$ cat src/rtl/freecpu_alu_pkg.sv
// Shared types and helpers for the serial multi-limb adder datapath.
package freecpu_alu_pkg;

    typedef enum logic [1:0] {
        IDLE = 2'd0,
        RUN  = 2'd1,
        DONE = 2'd2
    } state_t;

    localparam int LIMB_W = 8;

    // Limb counter width; a single-limb build still needs one bit.
    function automatic int cnt_width(input int limbs);
        return (limbs <= 1) ? 1 : $clog2(limbs);
    endfunction

endpackage

$ cat src/rtl/multi_limb_add_sequencer_if.sv
// Request/response bundle between ALU issue, the serial adder and writeback.
interface multi_limb_add_sequencer_if #(
    parameter int WIDTH = 32
);
    logic             in_valid;
    logic             in_ready;
    logic [WIDTH-1:0] a;
    logic [WIDTH-1:0] b;
    logic             cin;
    logic             op;
    logic             out_valid;
    logic             out_ready;
    logic [WIDTH-1:0] sum;
    logic             cout;
    logic             busy;

    modport master (
        output in_valid, a, b, cin, op, out_ready,
        input  in_ready, out_valid, sum, cout, busy
    );

    modport slave (
        input  in_valid, a, b, cin, op, out_ready,
        output in_ready, out_valid, sum, cout, busy
    );
endinterface

$ cat src/rtl/multi_limb_add_sequencer_fast_adder_slice.sv
// 8-bit generate/propagate carry-lookahead adder slice.
// Purely combinational, zero latency; no handshake.
// Every carry is a flat sum-of-products of g/p/cin, no ripple chain.
module fast_adder_slice
    import freecpu_alu_pkg::*;
(
    input  logic              cin,
    input  logic [LIMB_W-1:0] a,
    input  logic [LIMB_W-1:0] b,
    output logic [LIMB_W-1:0] out,
    output logic              cout
);
    logic [LIMB_W-1:0] g;
    logic [LIMB_W-1:0] p;
    logic [LIMB_W:0]   c;
    logic              acc;
    logic              term;

    assign g = a & b;
    assign p = a ^ b;

    // c[i] = cin&p[0..i-1] | OR_j ( g[j] & p[j+1..i-1] )
    always_comb begin
        c    = '0;
        acc  = 1'b0;
        term = 1'b0;
        for (int i = 0; i <= LIMB_W; i++) begin
            acc = cin;
            for (int k = 0; k < i; k++) begin
                acc = acc & p[k];
            end
            for (int j = 0; j < i; j++) begin
                term = g[j];
                for (int k = j + 1; k < i; k++) begin
                    term = term & p[k];
                end
                acc = acc | term;
            end
            c[i] = acc;
        end
    end

    assign out  = p ^ c[LIMB_W-1:0];
    assign cout = c[LIMB_W];
endmodule

$ cat src/rtl/multi_limb_add_sequencer.sv
// Serial WIDTH-bit adder: one 8-bit lookahead slice per cycle, carry registered between limbs.
// Latency: accept -> out_valid after WIDTH/8 RUN cycles; one op per WIDTH/8+2 cycles at best.
// Backpressure: in_ready low while busy; result held in DONE until out_ready. FREECPU_SUBTRACT_EN adds op=1 (a + ~b + cin).
module multi_limb_add_sequencer
    import freecpu_alu_pkg::*;
#(
    parameter int WIDTH = 32
)(
    input  logic                       clk,
    input  logic                       rst,
    multi_limb_add_sequencer_if.slave  bus
);
    localparam int              LIMBS = WIDTH / LIMB_W;
    localparam int              CW    = cnt_width(LIMBS);
    localparam logic [CW-1:0]   LAST  = CW'(LIMBS - 1);

    state_t            state;
    logic [CW-1:0]     cnt;
    logic              carry;
    logic              in_ready_q;
    logic              out_valid_q;
    logic              busy_q;
    logic              cout_q;
    logic [WIDTH-1:0]  a_reg;
    logic [WIDTH-1:0]  b_reg;
    logic [WIDTH-1:0]  b_eff;
    logic [WIDTH-1:0]  sum_q;
    logic [LIMB_W-1:0] a_limb;
    logic [LIMB_W-1:0] b_limb;
    logic [LIMB_W-1:0] slice_sum;
    logic              slice_co;
    logic              accept;

    assign accept = (state == IDLE) && bus.in_valid && in_ready_q;

`ifdef FREECPU_SUBTRACT_EN
    logic op_reg;

    always_ff @(posedge clk) begin
        if (rst) begin
            op_reg <= 1'b0;
        end else if (accept) begin
            op_reg <= bus.op;
        end
    end

    assign b_eff = op_reg ? ~b_reg : b_reg;
`else
    logic unused_op;
    assign unused_op = bus.op;
    assign b_eff     = b_reg;
`endif

    assign a_limb = a_reg[cnt*LIMB_W +: LIMB_W];
    assign b_limb = b_eff[cnt*LIMB_W +: LIMB_W];

    fast_adder_slice u_slice (
        .cin  (carry),
        .a    (a_limb),
        .b    (b_limb),
        .out  (slice_sum),
        .cout (slice_co)
    );

    always_ff @(posedge clk) begin
        if (rst) begin
            state       <= IDLE;
            in_ready_q  <= 1'b1;
            out_valid_q <= 1'b0;
            busy_q      <= 1'b0;
            sum_q       <= '0;
            cout_q      <= 1'b0;
            cnt         <= '0;
            carry       <= 1'b0;
            a_reg       <= '0;
            b_reg       <= '0;
        end else begin
            case (state)
                IDLE: begin
                    if (accept) begin
                        a_reg      <= bus.a;
                        b_reg      <= bus.b;
                        carry      <= bus.cin;
                        cnt        <= '0;
                        in_ready_q <= 1'b0;
                        busy_q     <= 1'b1;
                        state      <= RUN;
                    end
                end
                RUN: begin
                    // Untouched upper limbs keep whatever the previous result left there.
                    sum_q[cnt*LIMB_W +: LIMB_W] <= slice_sum;
                    carry <= slice_co;
                    cnt   <= cnt + 1'b1;
                    if (cnt == LAST) begin
                        cout_q      <= slice_co;
                        out_valid_q <= 1'b1;
                        state       <= DONE;
                    end
                end
                DONE: begin
                    if (bus.out_ready) begin
                        out_valid_q <= 1'b0;
                        in_ready_q  <= 1'b1;
                        busy_q      <= 1'b0;
                        state       <= IDLE;
                    end
                end
                default: begin
                    state      <= IDLE;
                    in_ready_q <= 1'b1;
                    busy_q     <= 1'b0;
                end
            endcase
        end
    end

    assign bus.in_ready  = in_ready_q;
    assign bus.out_valid = out_valid_q;
    assign bus.busy      = busy_q;
    assign bus.sum       = sum_q;
    assign bus.cout      = cout_q;
endmodule

$ cat src/flat_wrapper.sv
// flat-port wrapper written by rule: the top's interface ports become plain ports
module multi_limb_add_sequencer_flat import freecpu_alu_pkg::*;
#(
    parameter int WIDTH = 32
)
  (clk, rst, bus_in_valid, bus_a, bus_b, bus_cin, bus_op, bus_out_ready, bus_in_ready, bus_out_valid, bus_sum, bus_cout, bus_busy);
  multi_limb_add_sequencer_if #(.WIDTH(WIDTH)) bus_i ();
  input  logic clk;
  input  logic rst;
  input wire logic [$bits(bus_i.in_valid)-1:0] bus_in_valid;
  input wire logic [$bits(bus_i.a)-1:0] bus_a;
  input wire logic [$bits(bus_i.b)-1:0] bus_b;
  input wire logic [$bits(bus_i.cin)-1:0] bus_cin;
  input wire logic [$bits(bus_i.op)-1:0] bus_op;
  input wire logic [$bits(bus_i.out_ready)-1:0] bus_out_ready;
  output wire logic [$bits(bus_i.in_ready)-1:0] bus_in_ready;
  output wire logic [$bits(bus_i.out_valid)-1:0] bus_out_valid;
  output wire logic [$bits(bus_i.sum)-1:0] bus_sum;
  output wire logic [$bits(bus_i.cout)-1:0] bus_cout;
  output wire logic [$bits(bus_i.busy)-1:0] bus_busy;
  assign bus_i.in_valid = bus_in_valid;
  assign bus_i.a = bus_a;
  assign bus_i.b = bus_b;
  assign bus_i.cin = bus_cin;
  assign bus_i.op = bus_op;
  assign bus_i.out_ready = bus_out_ready;
  assign bus_in_ready = bus_i.in_ready;
  assign bus_out_valid = bus_i.out_valid;
  assign bus_sum = bus_i.sum;
  assign bus_cout = bus_i.cout;
  assign bus_busy = bus_i.busy;
  multi_limb_add_sequencer #(.WIDTH(WIDTH)) u_core (.clk(clk), .rst(rst), .bus(bus_i));
endmodule
$ cat config.mk
export PLATFORM = sky130hd
export DESIGN_NAME = multi_limb_add_sequencer_flat
export DESIGN_NICKNAME = d
export VERILOG_FILES = /design/src/rtl/freecpu_alu_pkg.sv /design/src/rtl/multi_limb_add_sequencer_if.sv /design/src/rtl/multi_limb_add_sequencer_fast_adder_slice.sv /design/src/rtl/multi_limb_add_sequencer.sv /design/src/flat_wrapper.sv
export SDC_FILE = /design/constraint.sdc
export NUM_CORES = 1
export LEC_CHECK = 0
export ABC_CLOCK_PERIOD_IN_PS = 3800
export BUFFER_PORTS_ARGS = -buffer_cell sky130_fd_sc_hd__buf_2
export CAP_MARGIN = 25
export CORE_AREA = 10 10 104 106
export CTS_CLUSTER_DIAMETER = 40
export DETAILED_ROUTE_END_ITERATION = 16
export DIE_AREA = 0 0 114 116
export PLACE_DENSITY_LB_ADDON = 0.3
export SYNTH_ARGS = -nofsm -noshare
export SYNTH_HDL_FRONTEND = slang
export SYNTH_SLANG_ARGS = --single-unit
$ cat constraint.sdc
create_clock -name clk -period 3.8 [get_ports clk]
set_input_delay 0.19 -clock clk [delete_from_list [all_inputs] [get_ports clk]]
set_output_delay 0.19 -clock clk [all_outputs]
set_load 0.02 [all_outputs]
==> results of run 1 <==
[cells in the final DEF (no fill, tap or decap), types with 4 or more instances in the layout]
cell type / netlist / final
inv_1: 8 / 8
buf_4: 1 / 5
mux4_2: 16 / 16
nor2_1: 27 / 27
a22o_1: 9 / 9
o21ai_0: 7 / 7
nand3_1: 5 / 5
nand2b_1: 4 / 4
a22oi_1: 8 / 8
o31ai_1: 4 / 4
nand3b_1: 4 / 4
ha_1: 15 / 15
nand4_1: 4 / 4
clkinvlp_4: 0 / 4
nand2_1: 146 / 146
dfxtp_1: 105 / 105
nor3_1: 5 / 5
clkbuf_8: 0 / 10
a21oi_1: 81 / 81
buf_2: 11 / 104
[worst register-to-register path, delay by kind of cell, from the launching register on]
family                   cells  cell delay (ns)
buffers and inverters        1             0.30
adder cells (fa/ha/maj)      1             0.38
AO/OA/AOI/OAI                4             1.13
multiplexers                 1             0.34
AND/OR/NAND/NOR              1             0.11
flip-flops                   1             0.65
[power groups by stage]
stage | combinational [mW] | sequential, mW | clock [mW]
global placement | 0.319 | 1.21 | 0
finish | 0.335 | 1.19 | 0.620
CTS | 0.329 | 1.19 | 0.630
detailed placement | 0.328 | 1.21 | 0
global route | 0.375 | 1.19 | 0.672
floorplan | 0.232 | 1.20 | 0
[synth_stat cells, drive strengths merged, types with 5 or more instances]
master	n
mux4	16
nand2	146
nand3	5
nor2	27
nor3	6
a21oi	82
dfxtp	105
a22oi	8
ha	15
inv	8
buf	13
a22o	9
clkbuf	19
o21ai	7
[worst paths after layout]
path / startpoint / to / slack [ns]
worst max-delay path: u_core.cnt[1] / u_core.bus.sum[13] / 0.83
worst max register to register: u_core.cnt[1] / u_core.bus.sum[13] / 0.83
worst min-delay path: rst / u_core.bus.sum[18] / 0.03
worst min register to register: u_core.b_eff[4] / u_core.b_eff[4] / 0.46
[area by class of cell]
cell class,instances,area share
clock buffers,11,0.02666
clock inverters,4,0.005662
inverters,8,0.005662
multi-input cells,371,0.4275
flip-flops and latches,105,0.3963
well taps,108,0.02548
repair buffers,111,0.1128
[layer usage]
metal,vias up,routed length [microns]
li1,1964,-
met1,1799,4959
met2,125,5426
met3,13,836
met4,0,155
met5,-,0
[kinds of logic (layout without fill, tap and decap cells)]
| group | count (synthesis) | in the layout | synth area share |
|---|---|---|---|
| and+or+nand+nor | 210 | 210 | 0.1981 |
| AOI/OAI and AO/OA | 123 | 123 | 0.1633 |
| DFF | 105 | 105 | 0.4641 |
| buffers and inverters | 40 | 134 | 0.03702 |
| muxes | 18 | 18 | 0.08398 |
| adders and majority gates | 16 | 16 | 0.04586 |
| xor gates and xnor gates | 4 | 4 | 0.007736 |
==> run_results.csv, run 1 <==
group,metric,value,unit
clocking,cts_setup_buffers,0,
clocking,cts_max_level,3,
global_route,grt-busiest-layer,"met2",
placement,dp_cells,701,
sta,max_freq,336.6,MHz
pwr,power,2.141,mW
sta,timing.final.crit_share,0.7819,
sta,holdWs,0.02914,ns
global_route,grt_start_max_net_pins,69,
global_route,grt_use_total,0.1682,
pwr,powerDensity,403.6,nW/um^2
routing,drtIter0Drc,189,
finish,postLayoutCoreUtil,0.6112,
min_path,min_path_type,"in -> reg",
finish,nets,692,
critical_path,cp_top_family,"compound AO/OA/AOI/OAI gates",
logic_synthesis,netlist_area,4529,sq um
logic_synthesis,synth_cells,516,
pwr,power.share.clock,0.290,
routing,antenna_left,0,
logic_synthesis,synth-edff-count,0,
finish,fillers,798,
logic_synthesis,ys_ff_latch,105,
floorplan,fp.dieW,114,microns
logic_synthesis,synth_top_area_cell,"dfxtp_1",
sta,tightest_slew,0.6354,ns
critical_path,crit_buf_inv,1,
pwr,switching_share,0.2799,
floorplan,num_rows,34,
sta,fin_worst_skew,0.009855,ns
logic_synthesis,ys_top_cells_by_area,"dfxtp_1 (46%), nand2_1 (12%), a21oi_1 (9.0%), mux4_2 (8.0%), ha_1 (4.1%)",
global_route,grt_overflow_total,0,
global_route,use_met2,0.2771,
finish,antenna_cells,0,
sta,layout_setup_ws,0.8288,ns
pwr,p_seq_frac,0.554,
pwr,p_sw,0.5991,mW
global_route,grtUsageMet1,0.2067,
pwr,p_int,1.542,mW
critical_path,cp.required,4.11,ns
critical_path,crit_cells,8,
global_route,gr-usage-met3,0.05375,
placement,placed_area,5092,sq um
critical_path,endpoint_kind,"flop",
pwr,comb_power_share,0.157,
critical_path,cp_max_fo,11,
placement,place_congestion,0.8430,
logic_synthesis,yosysTopAreaCellShare,0.4641,
critical_path,rr_worst_depth,8,
pwr,vdd_drop_max,0.2179,mV
sta,period_needed,2.971,ns
critical_path,cpMaxStageDelayCell,"dfxtp_1",
logic_synthesis,synth_ff_type,"dfxtp_1",
clocking,clk_pin_slew,0.09,ns
clocking,cts_tree,"done",
finish,area_growth,17.10,%
logic_synthesis,async_flop_share,0,
job,drv_cap,0,
sta,final-hold-violation-count,0,
run_status,status,"complete, no violations",
routing,drt_wl_total,11380,microns
placement,io_buffers,104,
floorplan,die-area,13220,sq um
floorplan,coreArea,8678,sq um
sta,fin_setup_tns,0,ns
logic_synthesis,ys_seq_area_frac,0.4641,
sta,slew_headroom,0.5729,
placement,hpwl,8550,microns
clocking,cts_made_buffers,9,
logic_synthesis,ys_warn_count,0,
sta,setup_viol,0,
floorplan,die_h,116,microns
clocking,clk_latency,0.37,ns
placement,preCtsSetupSlack,0.8674,ns
sta,grt_setup_unrepaired,"no",
floorplan,initial_core_util,0.5219,
clocking,cts_resized,0,
finish,multi_input_area,2267,sq um
finish,layout-drive-gt1-share,0.2426,
critical_path,slowest_delay,0.65,ns
global_route,antenna_found_initial,0,
routing,routed_via_density,5.433,
clocking,ctsLongestPathBuffers,2,
critical_path,path_class,"reg -> reg",
clocking,root_buffer,"clkbuf_8",
critical_path,cp.arrival,3.28,ns
logic_synthesis,synth_cell_type_count,43,
logic_synthesis,syn-mean-instance-area,8.778,sq um
min_path,hold_depth,2,
routing,wl_per_cell,15.85,microns
finish,ff_latch_area,2102,sq um
clocking,clock-sinks,105,
global_route,grt_pass1_vias,3862,
sta,slew_violations,0,
finish,final_cell_area,5304,sq um
routing,drc,0,
clocking,holdBufCountCts,0,
critical_path,cp-start-kind,"flop",
logic_synthesis,syn-num-nets,602,
routing,num_vias,3901,
finish,fin_cells,718,
pwr,p_leak,2.148,nW
global_route,grt_pass1_wl,18210,microns
floorplan,ios,106,
routing,dr.pass1.iters,4,
critical_path,path_cells,"buf_4 > mux4_2 > ha_1 > a21oi_1 > a2bb2oi_1 > nand2_1 > a311oi_2 > a22o_1",
Power figures use the tool's default switching activity.
==> run 2: changes to the inputs <==
--- a/config.mk
+++ b/config.mk
@@ -5,13 +5,14 @@
 export SDC_FILE = /design/constraint.sdc
 export NUM_CORES = 1
 export LEC_CHECK = 0
-export ABC_CLOCK_PERIOD_IN_PS = 3800
+export ABC_AREA = 1
+export ABC_CLOCK_PERIOD_IN_PS = 3100
 export BUFFER_PORTS_ARGS = -buffer_cell sky130_fd_sc_hd__buf_2
 export CAP_MARGIN = 25
-export CORE_AREA = 10 10 104 106
+export CORE_AREA = 10 10 105 107
 export CTS_CLUSTER_DIAMETER = 40
 export DETAILED_ROUTE_END_ITERATION = 16
-export DIE_AREA = 0 0 114 116
+export DIE_AREA = 0 0 115 117
 export PLACE_DENSITY_LB_ADDON = 0.3
 export SYNTH_ARGS = -nofsm -noshare
 export SYNTH_HDL_FRONTEND = slang
==> constraint.sdc (replaced) <==
create_clock -name clk -period 3.1 [get_ports clk]
set_input_delay 0.155 -clock clk [delete_from_list [all_inputs] [get_ports clk]]
set_output_delay 0.155 -clock clk [all_outputs]
set_load 0.02 [all_outputs]
==> run 2 against run 1 <==
Net effect: sequential cell count stayed put; clock skew increased by 0.0011 ns; area after synthesis up 3.4%; clock power grew 40%; critical path depth rose by 9; power is 45% higher; register-to-register slack got worse by 0.53 ns.
==> run_results.csv, run 2 <==
group,metric,value,unit
routing,routed_via_density,5.186,
routing,num_vias,4377,
critical_path,slowest_delay,0.39,ns
critical_path,cp_top_family,"simple AND/OR/NAND/NOR gates",
pwr,switching_share,0.3210,
critical_path,crit_buf_inv,1,
global_route,grtUsageMet1,0.2036,
routing,drtIter0Drc,310,
clocking,clk_latency,0.37,ns
logic_synthesis,syn-mean-instance-area,7.306,sq um
global_route,grt_pass1_wl,19020,microns
pwr,p_seq_frac,0.484,
clocking,cts_max_level,3,
logic_synthesis,synth_fa_ha_area_frac,0.04435,
pwr,vdd_drop_max,0.2457,mV
pwr,p_int,2.114,mW
clocking,clk_pin_slew,0.10,ns
logic_synthesis,synth_top_area_cell,"dfxtp_1",
global_route,grt_overflow_total,0,
critical_path,cpMaxStageDelayCell,"dfxtp_1",
finish,nets,814,
critical_path,cp-start-kind,"flop",
pwr,p_leak,2.405,nW
sta,fin_setup_tns,0,ns
critical_path,crit_cells,17,
placement,place_congestion,0.8706,
finish,multi_input_area,2317,sq um
placement,hpwl,8843,microns
critical_path,rr_worst_depth,17,
finish,layout-drive-gt1-share,0.2156,
sta,fin_worst_skew,0.01092,ns
logic_synthesis,ys_ff_latch,105,
run_status,status,"complete, no violations",
sta,holdWs,0.01963,ns
min_path,min_path_type,"in -> reg",
sta,max_freq,357.3,MHz
finish,final_cell_mix,"nor2_1 (174), dfxtp_1 (105), buf_2 (104)",
logic_synthesis,synth_top_family_by_area,"simple AND/OR/NAND/NOR gates",
finish,final_common_cell,"nor2_1",
critical_path,r2r_end,"u_core.bus.sum[30]",
logic_synthesis,synthSimpleGateAreaFrac,0.2645,
floorplan,coreArea,9021,sq um
routing,drc,0,
clocking,cts_setup_buffers,0,
routing,wl_per_cell,13.99,microns
sta,final-hold-violation-count,0,
global_route,use_met2,0.2883,
critical_path,endpoint_kind,"flop",
clocking,holdBufCountCts,0,
routing,antenna_left,0,
floorplan,die-area,13460,sq um
critical_path,r2r_slack,0.30,ns
floorplan,die_h,117,microns
logic_synthesis,ys_seq_area_frac,0.4488,
floorplan,num_rows,35,
logic_synthesis,ys_warn_count,0,
global_route,grt_start_max_net_pins,67,
critical_path,setup.worst_path.start,"u_core.cnt[1]",
critical_path,cp_max_fo,17,
min_path,hold_depth,3,
sta,period_needed,2.799,ns
pwr,comb_power_share,0.237,
clocking,cts_made_buffers,9,
critical_path,path_class,"reg -> reg",
logic_synthesis,yosysMostFrequentCell,"nor2_1",
finish,ff_latch_area,2102,sq um
critical_path,crit_path_end,"u_core.bus.sum[30]",
logic_synthesis,muxShareOfSynthArea,0,
logic_synthesis,netlist_area,4683,sq um
floorplan,ios,106,
sta,timing.final.crit_share,0.9029,
critical_path,r2r-start,"u_core.cnt[1]",
logic_synthesis,async_flop_share,0,
routing,drt_wl_total,11810,microns
floorplan,fp.dieW,115,microns
critical_path,path_cells,"clkinvlp_4 > a32oi_1 > ha_1 > ha_1 > nand2_1 > nand3b_2 > nand2_2 > nand2_2 > nand2_2 > nand2_2 > nand2_2 > nand2_4 > nand2_2 > nand3_2 > a21oi_4 > nand3_2 > a21oi_2",
global_route,grt_use_total,0.1709,
logic_synthesis,yosysTopAreaCellShare,0.4488,
global_route,grt_pass1_vias,4211,
finish,postLayoutCoreUtil,0.6087,
logic_synthesis,synth_cells,641,
logic_synthesis,synth_ff_type,"dfxtp_1",
logic_synthesis,synth-edff-count,0,
logic_synthesis,syn-num-nets,727,
logic_synthesis,synth_xor_area_frac,0.007213,
pwr,p_sw,0.9994,mW
sta,setup_viol,0,
routing,dr.pass1.iters,6,
global_route,gr-usage-met3,0.04281,
logic_synthesis,synth_compound_area_frac,0.1787,
sta,slew_headroom,0.5094,
critical_path,cp.required,3.41,ns
clocking,clock-sinks,105,
pwr,power.share.clock,0.279,
global_route,grt-busiest-layer,"met2",
sta,tightest_slew,0.7348,ns
global_route,antenna_found_initial,0,
placement,io_buffers,104,
sta,grt_setup_unrepaired,"no",
logic_synthesis,synthTopCellsByCount,"nor2_1 (174), dfxtp_1 (105), o21ai_0 (80), nand2_1 (78), a21oi_1 (32)",
critical_path,cp.arrival,3.11,ns
clocking,ctsLongestPathBuffers,2,
critical_path,cpMostUsedCell,"nand2_2",
finish,fillers,855,
pwr,powerDensity,567.0,nW/um^2
floorplan,initial_core_util,0.5191,
finish,antenna_cells,0,
sta,slew_violations,0,
clocking,root_buffer,"clkbuf_8",
job,drv_cap,0,
clocking,cts_tree,"done",
logic_synthesis,ys_top_cells_by_area,"dfxtp_1 (45%), nor2_1 (14%), o21ai_0 (8.5%), nand2_1 (6.3%), ha_1 (4.0%)",
logic_synthesis,synth_cell_type_count,35,
finish,area_growth,17.26,%
==> run 2: cell count changes in the layout (fill, tap and decap cells not counted), moves of 13 or more <==
cell and delta:
a21oi_1 -49, inv_1 +18, mux4_2 -16, o22ai_1 +13, o21ai_0 +73, o21ai_1 +16
nor2_1 +147, nand2_1 -68
==> run 2: logic make-up after synthesis <==
group | after synthesis
fa+ha+maj | 16
xor+xnor | 3
buf+inv | 67
simple gates | 296
compound gates | 154
flops | 105
==> run 2: repair_timing <==
item | 4_1_cts | 5_1_grt
setup endpoints to repair | 0 | 5
endpoints found under the hold margin | 0 | 0
gates resized for setup | 0 | 2
==> run 2: routing by layer <==
| layer | vias to the layer above | part of all wire |
|---|---|---|
| li1 | 2270 | - |
| met1 | 1981 | 0.44 |
| met2 | 112 | 0.49 |
| met3 | 14 | 0.062 |
| met4 | 0 | 0.016 |
| met5 | - | 0 |
==> run 2: power by group through the flow <==
| stage | Clock [mW] | Combinational, mW | Sequential (mW) |
|---|---|---|---|
| floorplan | 0 | 0.530 | 1.54 |
| finish | 0.869 | 0.737 | 1.51 |
| global placement | 0 | 0.714 | 1.53 |
| detailed placement | 0 | 0.732 | 1.54 |
| global route | 0.937 | 0.831 | 1.52 |
| CTS | 0.884 | 0.737 | 1.51 |
==> run 2: final cells by class <==
type                            count  share of cell area
Sequential cell                   105              0.3828
Multi-Input combinational cell    469              0.4220
Clock buffer                       11             0.02575
Inverter                           30             0.02119
Tap cell                          111             0.02529
Timing Repair Buffer              113              0.1116
Clock inverter                      5             0.01139
==> run 2: worst min-delay path by stage <==
| stage | from | to |
|---|---|---|
| 5_1_grt | bus_b[11] | u_core.b_eff[11] |
| 3_3_place_gp | bus_b[6] | u_core.b_eff[6] |
| 3_5_place_dp | bus_b[11] | u_core.b_eff[11] |
| 4_1_cts | bus_b[11] | u_core.b_eff[11] |
| 2_1_floorplan | bus_a[24] | u_core.a_reg[24] |
| 6_report | bus_b[11] | u_core.b_eff[11] |
==> run 2: worst reg2reg max path, stage by stage, from the launching register on <==
cell        delay [ns]
dfxtp_1           0.39
clkinvlp_4        0.28
a32oi_1           0.37
ha_1              0.28
ha_1              0.18
nand2_1           0.10
nand3b_2          0.11
nand2_2           0.09
nand2_2           0.05
nand2_2           0.08
nand2_2           0.05
nand2_2           0.08
nand2_4           0.07
nand2_2           0.07
nand3_2           0.10
a21oi_4           0.22
nand3_2           0.09
a21oi_2           0.13
==> run 2: per-stage QoR <==
step	setup WS [ns]	std cells	cell area [sq um]	power, mW
floorplan	0.4703	641	4683	2.068
global placement	0.3652	828	5284	2.247
detailed placement	0.2600	828	5284	2.270
CTS	0.2232	844	5488	3.127
global route	0.07650	844	5492	3.288
finish	0.3009	844	5492	3.114
